**config.mk**
```make
export PLATFORM = sky130hd
export DESIGN_NAME = wb_arbiter
export DESIGN_NICKNAME = d
export VERILOG_FILES = /design/src/rtl/my_pkg.sv /design/src/rtl/wb_scoreboard.sv /design/src/rtl/wb_arbiter.sv
export SDC_FILE = /design/constraint.sdc
export NUM_CORES = 1
export LEC_CHECK = 0
export ABC_AREA = 1
export CORE_ASPECT_RATIO = 1.75
export CORE_MARGIN = 4
export CORE_UTILIZATION = 51
export DETAILED_ROUTE_END_ITERATION = 6
export GPL_ROUTABILITY_DRIVEN = 0
export GPL_TIMING_DRIVEN = 0
export PLACE_DENSITY = 0.87
export REMOVE_ABC_BUFFERS = 1
export SLEW_MARGIN = 10
export SYNTH_ARGS = -nofsm -noshare
export SYNTH_HDL_FRONTEND = slang
export SYNTH_SLANG_ARGS = --single-unit
```
**constraint.sdc**
```tcl
create_clock -name clk -period 3.65 [get_ports clk]
set_clock_uncertainty 0.05 [all_clocks]
set_input_delay 0.73 -clock clk [delete_from_list [all_inputs] [get_ports clk]]
set_output_delay 0.73 -clock clk [all_outputs]
set_load 0.05 [all_outputs]
```
**src/rtl/my_pkg.sv**
```systemverilog
// Shared types and constants for the writeback arbiter and its scoreboard.
package my_pkg;
  localparam int DATA_WIDTH       = 32;
  localparam int STARVE_LIMIT_DEF = 8;

  typedef enum logic {
    NORMAL = 1'b0,
    FORCE  = 1'b1
  } arb_state_e;
endpackage

```
**src/rtl/wb_scoreboard.sv**
```systemverilog
// 32-entry pending-write scoreboard with set/clear ports and two bypassed
// query ports; x0 never reads busy.
module wb_scoreboard import my_pkg::*; (
  input  logic       clk,
  input  logic       rst_n,
  input  logic       set_en,
  input  logic [4:0] set_addr,
  input  logic       clr_en,
  input  logic [4:0] clr_addr,
  input  logic       acc_en,
  input  logic [4:0] acc_addr,
  input  logic [4:0] q1_addr,
  output logic       q1_busy,
  input  logic [4:0] q2_addr,
  output logic       q2_busy
);
  logic [31:0] busy;

  // Set is applied after clear so a same-cycle reissue keeps the bit.
  always_ff @(posedge clk or negedge rst_n) begin
    if (!rst_n) begin
      busy <= '0;
    end else begin
      if (clr_en) busy[clr_addr] <= 1'b0;
      if (set_en) busy[set_addr] <= 1'b1;
    end
  end

  // In-flight LSU data (accepted now, or sitting in the write register) still
  // counts as busy until the register file holds it.
  assign q1_busy = (q1_addr != 5'd0) &&
                   (busy[q1_addr] || (acc_en && acc_addr == q1_addr) ||
                    (clr_en && clr_addr == q1_addr));
  assign q2_busy = (q2_addr != 5'd0) &&
                   (busy[q2_addr] || (acc_en && acc_addr == q2_addr) ||
                    (clr_en && clr_addr == q2_addr));

  a_no_reissue: assert property (@(posedge clk) disable iff (!rst_n)
    set_en |-> (!busy[set_addr] || (clr_en && clr_addr == set_addr)));
endmodule

```
**src/rtl/wb_arbiter.sv**
```systemverilog
// Writeback arbiter: ALU/LSU onto one registered regfile write port, with an
// anti-starvation FSM that forces LSU priority after STARVE_LIMIT blocked cycles.
module wb_arbiter import my_pkg::*; #(
  parameter int STARVE_LIMIT = STARVE_LIMIT_DEF
) (
  input  logic                  clk,
  input  logic                  rst_n,
  input  logic                  alu_valid,
  input  logic [4:0]            alu_rd,
  input  logic [DATA_WIDTH-1:0] alu_data,
  output logic                  alu_stall,
  input  logic                  lsu_valid,
  input  logic [4:0]            lsu_rd,
  input  logic [DATA_WIDTH-1:0] lsu_data,
  output logic                  lsu_ready,
  input  logic                  iss_valid,
  input  logic [4:0]            iss_rd,
  input  logic [4:0]            rs1_addr,
  input  logic [4:0]            rs2_addr,
  output logic                  rs1_busy,
  output logic                  rs2_busy,
  output logic                  wr_en,
  output logic [4:0]            addr_wr,
  output logic [DATA_WIDTH-1:0] data_wr
);
  localparam int CW = $clog2(STARVE_LIMIT + 1);

  arb_state_e    state, state_nxt;
  logic [CW-1:0] cnt, cnt_nxt;
  logic          alu_acc, lsu_acc, wr_lsu;

  always_ff @(posedge clk or negedge rst_n) begin
    if (!rst_n) begin
      state <= NORMAL;
      cnt   <= '0;
    end else begin
      state <= state_nxt;
      cnt   <= cnt_nxt;
    end
  end

  // Counter only advances while LSU is blocked, so it cannot pass the limit:
  // reaching it moves to FORCE where lsu_ready is held high.
  always_comb begin
    state_nxt = state;
    cnt_nxt   = cnt;
    lsu_ready = !alu_valid;
    alu_stall = 1'b0;
    if (state == FORCE) begin
      lsu_ready = 1'b1;
      alu_stall = alu_valid;
    end
    if (!lsu_valid || lsu_ready) begin
      cnt_nxt   = '0;
      state_nxt = NORMAL;
    end else begin
      cnt_nxt = cnt + 1'b1;
      if (cnt_nxt == CW'(STARVE_LIMIT)) state_nxt = FORCE;
    end
  end

  // Grants are mutually exclusive by construction of lsu_ready/alu_stall.
  assign alu_acc = alu_valid && !alu_stall;
  assign lsu_acc = lsu_valid && lsu_ready;

  always_ff @(posedge clk or negedge rst_n) begin
    if (!rst_n) begin
      wr_en   <= 1'b0;
      wr_lsu  <= 1'b0;
      addr_wr <= '0;
      data_wr <= '0;
    end else if (lsu_acc) begin
      wr_en   <= (lsu_rd != 5'd0);
      wr_lsu  <= 1'b1;
      addr_wr <= lsu_rd;
      data_wr <= lsu_data;
    end else if (alu_acc) begin
      wr_en   <= (alu_rd != 5'd0);
      wr_lsu  <= 1'b0;
      addr_wr <= alu_rd;
      data_wr <= alu_data;
    end else begin
      wr_en  <= 1'b0;
      wr_lsu <= 1'b0;
    end
  end

  wb_scoreboard u_sb (
    .clk      (clk),
    .rst_n    (rst_n),
    .set_en   (iss_valid && iss_rd != 5'd0),
    .set_addr (iss_rd),
    .clr_en   (wr_en && wr_lsu),
    .clr_addr (addr_wr),
    .acc_en   (rst_n && lsu_acc && lsu_rd != 5'd0),
    .acc_addr (lsu_rd),
    .q1_addr  (rs1_addr),
    .q1_busy  (rs1_busy),
    .q2_addr  (rs2_addr),
    .q2_busy  (rs2_busy)
  );
endmodule

```
==> results of run 1 <==
[cells in the mapped netlist, types with 2 or more instances]
cell                       number
sky130_fd_sc_hd__o21ai_0       68
sky130_fd_sc_hd__o211ai_1       9
sky130_fd_sc_hd__buf_4          3
sky130_fd_sc_hd__xor2_1         9
sky130_fd_sc_hd__or2_2          2
sky130_fd_sc_hd__nand3_1       97
sky130_fd_sc_hd__dfrtp_1       76
sky130_fd_sc_hd__buf_2         14
sky130_fd_sc_hd__inv_1         61
sky130_fd_sc_hd__nor2_1        37
sky130_fd_sc_hd__a21oi_1        5
sky130_fd_sc_hd__inv_2          4
sky130_fd_sc_hd__o221ai_1       5
sky130_fd_sc_hd__nand2_1      189
sky130_fd_sc_hd__nor4_1         3
sky130_fd_sc_hd__nor3_1         7
sky130_fd_sc_hd__buf_6          5
[power by group]
part	total, mW	internal (mW)	switching [mW]	leakage (nW)
Clock	0.868	0.542	0.326	0.138
Combinational	0.727	0.277	0.450	1.75
Sequential	1.04	0.958	0.0838	0.856
Total	2.64	1.78	0.860	2.74
[worst paths after layout]
path                                end  slack [ns]         from
setup / recovery               rs1_busy        0.20  rs1_addr[2]
hold reg to reg             data_wr[13]        0.43  data_wr[13]
setup reg to reg            data_wr[15]        1.44        state
hold / removal               data_wr[9]        0.24        rst_n
min in group clk            data_wr[13]        0.43  data_wr[13]
max in group asynchronous  u_sb.busy[0]        2.74        rst_n
[cell families (layout without fill, tap and decap cells)]
family          count (synthesis)  after routing
simple gates                  337            337
compound gates                 89             89
buf+inv                        89            216
flops                          76             76
xor+xnor                       10             10
fa+ha+maj                       1              1
[sequential cells by signal, summed over array words and instances (netlist names)]
signal	cells
addr_wr	5
cnt	4
data_wr	32
state	1
u_sb.busy	32
wr_en	1
wr_lsu	1
[critical path, cell delays in order]
cell	delay (ns)
sky130_fd_sc_hd__clkdlybuf4s50_1	0.78
sky130_fd_sc_hd__inv_1	0.20
sky130_fd_sc_hd__o21ai_0	0.22
sky130_fd_sc_hd__nor2_1	0.08
sky130_fd_sc_hd__nand3_1	0.08
sky130_fd_sc_hd__nand3_1	0.08
sky130_fd_sc_hd__nor2_1	0.09
sky130_fd_sc_hd__a21oi_1	0.07
sky130_fd_sc_hd__clkdlybuf4s15_2	0.34
[layout make-up]
| cell class | count | area, um2 |
|---|---|---|
| flip-flops and latches | 76 | 1900 |
| well taps | 92 | 115 |
| fillers | 620 | 2310 |
| clock buffers | 11 | 243 |
| repair buffers | 136 | 1380 |
| multi-input cells | 437 | 2010 |
| inverters | 65 | 244 |
| clock inverters | 4 | 50.0 |
[per-layer routing]
layer  vias up  GRT usage (%)  wire (um)
met3        69           6.61       1050
met1      2130           27.7       4680
met4         0           19.3        752
met5         -              0          0
li1       2207              -          -
met2       255           52.6       7430
[repair_timing]
item / CTS / global route
hold buffers: 0 / 0
resized for setup: 12 / 3
pin swaps: 0 / 0
endpoints found under the setup margin: 2 / 2
[metrics by stage]
stage | instance area, um2 | TNS [ns] | util [%] | setup slack [ns]
floorplan | 4160 | 0 | - | 0.520
global placement | 5620 | -56.34 | 68.1 | -2.49
detailed placement | 5650 | -1.46 | 68.4 | -0.783
CTS | 5940 | 0 | 71.9 | 0.0341
global route | 5940 | 0 | 72.0 | 0.0162
finish | 5940 | 0 | 72.0 | 0.203
==> qor.txt, run 1 <==
Outcome -> complete, no violations
Primary flip-flop cell chosen by synthesis mapping -> sky130_fd_sc_hd__dfrtp_1
Maximum count of clock buffers along a single path -> 2
Proportion of synthesized area in mux cells -> 0%
Share of synthesized registers carrying an async set or reset -> 100%
Maximum number of pins on one net before global-route repair -> 56
DRC viols -> 0
Xor-xnor portion of the synthesized cell area -> 2.03%
Warnings from Yosys -> 0
Total clock buffers created by CTS -> 9
Cell count of the worst reg-to-reg path -> 7
Clock Sink Count -> 76
Startpoint kind of the worst setup timing path -> input pin
Required time at the endpoint of the critical path -> 2.87 ns
Cell leakage power -> 2.74 nW
Number of DRC violations after detailed-routing iteration 0 -> 336
Non-filler instance count after layout -> 821
Instance count after placement with tap cells included -> 806
Synthesized instance count -> 602
Final #Nets -> 820
Count of cell types in the netlist -> 25
Die extent in x -> 77.5 um
Worst-Margin Slew -> 0.758 ns
Arrival time of data at the critical path endpoint -> 2.67 ns
Kind of critical path -> in -> out
H-tree depth -> 3
Boundary Pins -> 136
Via count of the first global-routing pass -> 4837
Clock latency on the worst-skew pair -> 0.33 ns
Remaining antenna violation count after routing -> 0
Tot GR Track Use -> 28.4%
Post-DP HPWL -> 10.7 mm
Critical path fanouts, max -> 10
Die outline height -> 130 um
Mean instance size in the synthesized netlist -> 7.16 um2
Initial antenna violation count -> 0
HP Class -> in -> async
Wire length of the first global-routing pass -> 22.4 mm
Drt first pass iters -> 7
Netlist Area Pre-Place -> 4310 um2
Leading cell types by total area after synthesis -> sky130_fd_sc_hd__dfrtp_1 (44%), sky130_fd_sc_hd__nand2_1 (16%), sky130_fd_sc_hd__nand3_1 (11%)
Peak supply drop -> 298 uV
Synth Area in Adders -> 0.290%
Relative max-transition margin -> 49.4%
Remaining Overflow, GRT -> 0
Final Slew Violations -> 0
Final Total Pwr -> 2.64 mW
Vias after detailed routing -> 4661
Peak clock frequency supported by timing -> 290 MHz
WHS -> 0.244 ns
Via density per instance -> 5.68
Number of enable flip-flop cells after synthesis -> 0
Unrepaired setup endpoints after global routing -> false
Routed Wire Length -> 13.9 mm
Floorplan Core Area -> 8260 um2
Share of final-layout standard cells stronger than drive strength 1 -> 3.98%
Synth area leader -> sky130_fd_sc_hd__dfrtp_1
Number of hold violations in the final report -> 0
Finish-stage setup viols -> 0
Power per unit of standard cell area -> 444 nW/um2
Largest family of logic cells by synthesized area -> simple AND/OR/NAND/NOR gates
Area fraction in compound gates after synthesis -> 11.4%
Clock tree from TritonCTS -> done
Most frequent cells in the layout -> sky130_fd_sc_hd__nand2_1 (189), sky130_fd_sc_hd__clkdlybuf4s50_1 (128), sky130_fd_sc_hd__nand3_1 (97)
Buffers inserted during post-CTS setup optimization -> 0
Sequential cell area fraction in the yosys report -> 44.1%
Effective utilization at floorplan -> 52.2%
Total number of placement rows -> 44
Post-synthesis simple-gate area fraction -> 32.9%
Shortest clock period the worst path allows after layout -> 3.45 ns
Antenna cells -> 0
Area grow syn2layout -> 37.8%
Post-route clock period utilization -> 94.4%
Kind of end point of the critical path -> primary output
CTS Root Cell -> sky130_fd_sc_hd__clkbuf_16
Number of max-capacitance violations reported -> 0
Port buffer count -> 135
Clock transition at the registers of the reported paths -> 0.05 ns
Commonest non-fill, non-tap cell in the layout -> sky130_fd_sc_hd__nand2_1
Final routed wire length divided by cell count -> 16.9 um
Top cell type's share of synthesized area -> 44.1%
Floorplan die area -> 10000 um2
Flip-flop and latch count after synthesis -> 76
Power figures use the tool's default switching activity.
==> run 2, diff against run 1 <==
--- a/config.mk
+++ b/config.mk
@@ -7,7 +7,7 @@
 export LEC_CHECK = 0
 export ABC_AREA = 1
 export CORE_ASPECT_RATIO = 1.75
-export CORE_MARGIN = 4
+export CORE_MARGIN = 2
 export CORE_UTILIZATION = 51
 export DETAILED_ROUTE_END_ITERATION = 6
 export GPL_ROUTABILITY_DRIVEN = 0
==> run 2 against run 1 <==
Effect of this change:
- via count up 2.9%
- maximum frequency up 0.89%
- sequential share of layout area down 0.32 points
- critical path depth up 1
- combinational power up 0.7%
- setup slack better by 0.030 ns
- first-iteration DRC count up 25%
- cell count up 0.12%
- sequential power about the same
- clock power up 21%
- die area down 8.1%
- routed wire length up 3.8%
==> qor.txt, run 2 (synthesis results as in run 1) <==
Final Core Density -> 72.7% (+0.73 points)
Kind of end point of the critical path -> primary output
Die extent in x -> 73.5 um (-5.2%)
Drt first pass iters -> 5 (-2)
Total number of placement rows -> 44 (unchanged)
Largest registers -> data_wr (32), u_sb.busy (32), addr_wr (5)
Unrepaired setup endpoints after global routing -> false
Clock power share -> 37.2% (+4.3 points)
Power per unit of standard cell area -> 472 nW/um2 (+6.3%)
Total clock buffers created by CTS -> 9 (unchanged)
Hold buffer count at cts -> 0 (unchanged)
Global routing met1 resource utilization -> 34.3% (+6.6 points)
Number of hold violations in the final report -> 0 (unchanged)
Routed Wire Length -> 14.4 mm (+3.8%)
Startpoint kind of the worst setup timing path -> input pin
Share of final-layout standard cells stronger than drive strength 1 -> 4.25% (+0.27 points)
Remaining Overflow, GRT -> 0 (unchanged)
Shortest clock period the worst path allows after layout -> 3.42 ns (-0.0305 ns)
Maximum number of pins on one net before global-route repair -> 46 (-18%)
Die outline height -> 126 um (-3.1%)
HP Class -> in -> async
Clock transition at the registers of the reported paths -> 0.05 ns (about the same)
Area grow syn2layout -> 39.2%
Remaining antenna violation count after routing -> 0 (unchanged)
DRC viols -> 0 (unchanged)
Final #Nets -> 820 (unchanged)
Maximum count of clock buffers along a single path -> 2 (unchanged)
Buffers inserted during post-CTS setup optimization -> 0 (unchanged)
M2 GR Usage -> 59.6% (+7.0 points)
Via density per instance -> 5.83 (+2.7%)
Boundary Pins -> 136 (unchanged)
Switching part of the total power -> 31.5% (-1.1 points)
Kind of critical path -> in -> out
Critical path fanouts, max -> 27 (+17)
Arrival time of data at the critical path endpoint -> 2.64 ns (-0.03 ns)
Clock latency on the worst-skew pair -> 0.34 ns (about the same)
Effective utilization at floorplan -> 52.2% (unchanged)
Cell leakage power -> 2.77 nW (+1.3%)
Final Slew Violations -> 0 (unchanged)
Via count of the first global-routing pass -> 4856 (+0.39%)
Relative max-transition margin -> 49.8% (+0.41 points)
Outcome -> complete, no violations
Required time at the endpoint of the critical path -> 2.87 ns (about the same)
Met3 global-route usage -> 6.88% (+0.27 points)
Fraction of power consumed by combinational cells -> 25.8% (-1.8 points)
Floorplan die area -> 9240 um2 (-8.1%)
Tot GR Track Use -> 33.0% (+4.6 points)
Portion of total power attributed to sequential cells -> 36.9% (-2.6 points)
Top Usage Layer GRT -> met2
CTS Root Cell -> sky130_fd_sc_hd__clkbuf_16
Floorplan Core Area -> 8260 um2 (unchanged)
Post-route clock period utilization -> 93.6% (-0.83 points)
Internal Dissipation -> 1.94 mW (+9.2%)
H-tree depth -> 3 (unchanged)
Number of DRC violations after detailed-routing iteration 0 -> 420 (+25%)
Final total negative setup slack -> 0 ns (unchanged)
Number of max-capacitance violations reported -> 0 (unchanged)
Antenna cells -> 0 (unchanged)
Most frequent cells in the layout -> sky130_fd_sc_hd__nand2_1 (189), sky130_fd_sc_hd__clkdlybuf4s50_1 (128), sky130_fd_sc_hd__nand3_1 (97)
Final Total Pwr -> 2.83 mW (+7.4%)
Post-CTS Resized -> 12 (unchanged)
Peak clock frequency supported by timing -> 293 MHz (+0.89%)
Worst-Margin Slew -> 0.752 ns (-0.00610 ns)
Clock tree from TritonCTS -> done
Finish-stage setup viols -> 0 (unchanged)
Peak supply drop -> 345 uV (+16%)
Wire length of the first global-routing pass -> 23.4 mm (+4.5%)
Final routed wire length divided by cell count -> 17.6 um (+3.7%)
Port buffer count -> 135 (unchanged)
Commonest non-fill, non-tap cell in the layout -> sky130_fd_sc_hd__nand2_1
Switching component of the power -> 0.892 mW (+3.7%)
Vias after detailed routing -> 4795 (+2.9%)
Post-DP HPWL -> 10.6 mm (-0.81%)
Clock Sink Count -> 76 (unchanged)
Initial antenna violation count -> 0 (unchanged)
==> run 2: power groups by stage <==
stage	registers (mW)	clock network [mW]	logic, mW
finish	1.05	1.05	0.732
global route	1.06	1.09	0.800
CTS	1.04	1.06	0.728
detailed placement	1.05	0	0.719
global placement	1.04	0	0.697
floorplan	1.17	0	0.270
==> run 2: final cells by class <==
type                       instances  area (um2)
inverter                          65         244
fill                             615        2250
clock inverter                     5         108
timing repair buffer             136        1370
tap                               92         115
sequential                        76        1900
multi-input combinational        437        2010
clock buffer                      11         253
==> run 2: path summary, 6_finish.rpt <==
kind	start	to	slack, ns	cells after the start
setup reg to reg	state	data_wr[15]	1.32	7
hold reg to reg	cnt[0]	cnt[0]	0.43	1
hold / removal	rst_n	data_wr[0]	0.28	1
min in group clk	cnt[0]	cnt[0]	0.43	1
setup / recovery	rs1_addr[0]	rs1_busy	0.23	10
max in group asynchronous	rst_n	addr_wr[1]	2.69	2
==> run 2: critical path, stage by stage <==
cell and delay (ns):
sky130_fd_sc_hd__clkdlybuf4s15_2 0.54, sky130_fd_sc_hd__inv_2 0.22, sky130_fd_sc_hd__nand2_1 0.12, sky130_fd_sc_hd__nand3_1 0.06
sky130_fd_sc_hd__o21ai_0 0.10, sky130_fd_sc_hd__nand2_1 0.12, sky130_fd_sc_hd__a21oi_1 0.16, sky130_fd_sc_hd__nor2_1 0.06
sky130_fd_sc_hd__a21oi_1 0.12, sky130_fd_sc_hd__clkdlybuf4s15_2 0.38
==> run 2: metal layers <==
layer / share of wire (%) / vias to the layer above / wire (um)
met4: 4.8 / 0 / 689
met3: 7.5 / 61 / 1080
met1: 33 / 2231 / 4790
met2: 55 / 298 / 7880
met5: 0 / - / 0
li1: - / 2205 / -
==> run 2: per-stage QoR <==
stage	setup WS [ns]	instances	hold slack [ns]	cell area [um2]
4_1_cts	0.0136	822	0.279	6000
5_1_grt	0.0743	822	0.309	6000
3_3_place_gp	-2.41	805	0.400	5620
2_1_floorplan	0.520	578	0.383	4160
6_report	0.233	822	0.277	6000
3_5_place_dp	-0.783	806	0.419	5640
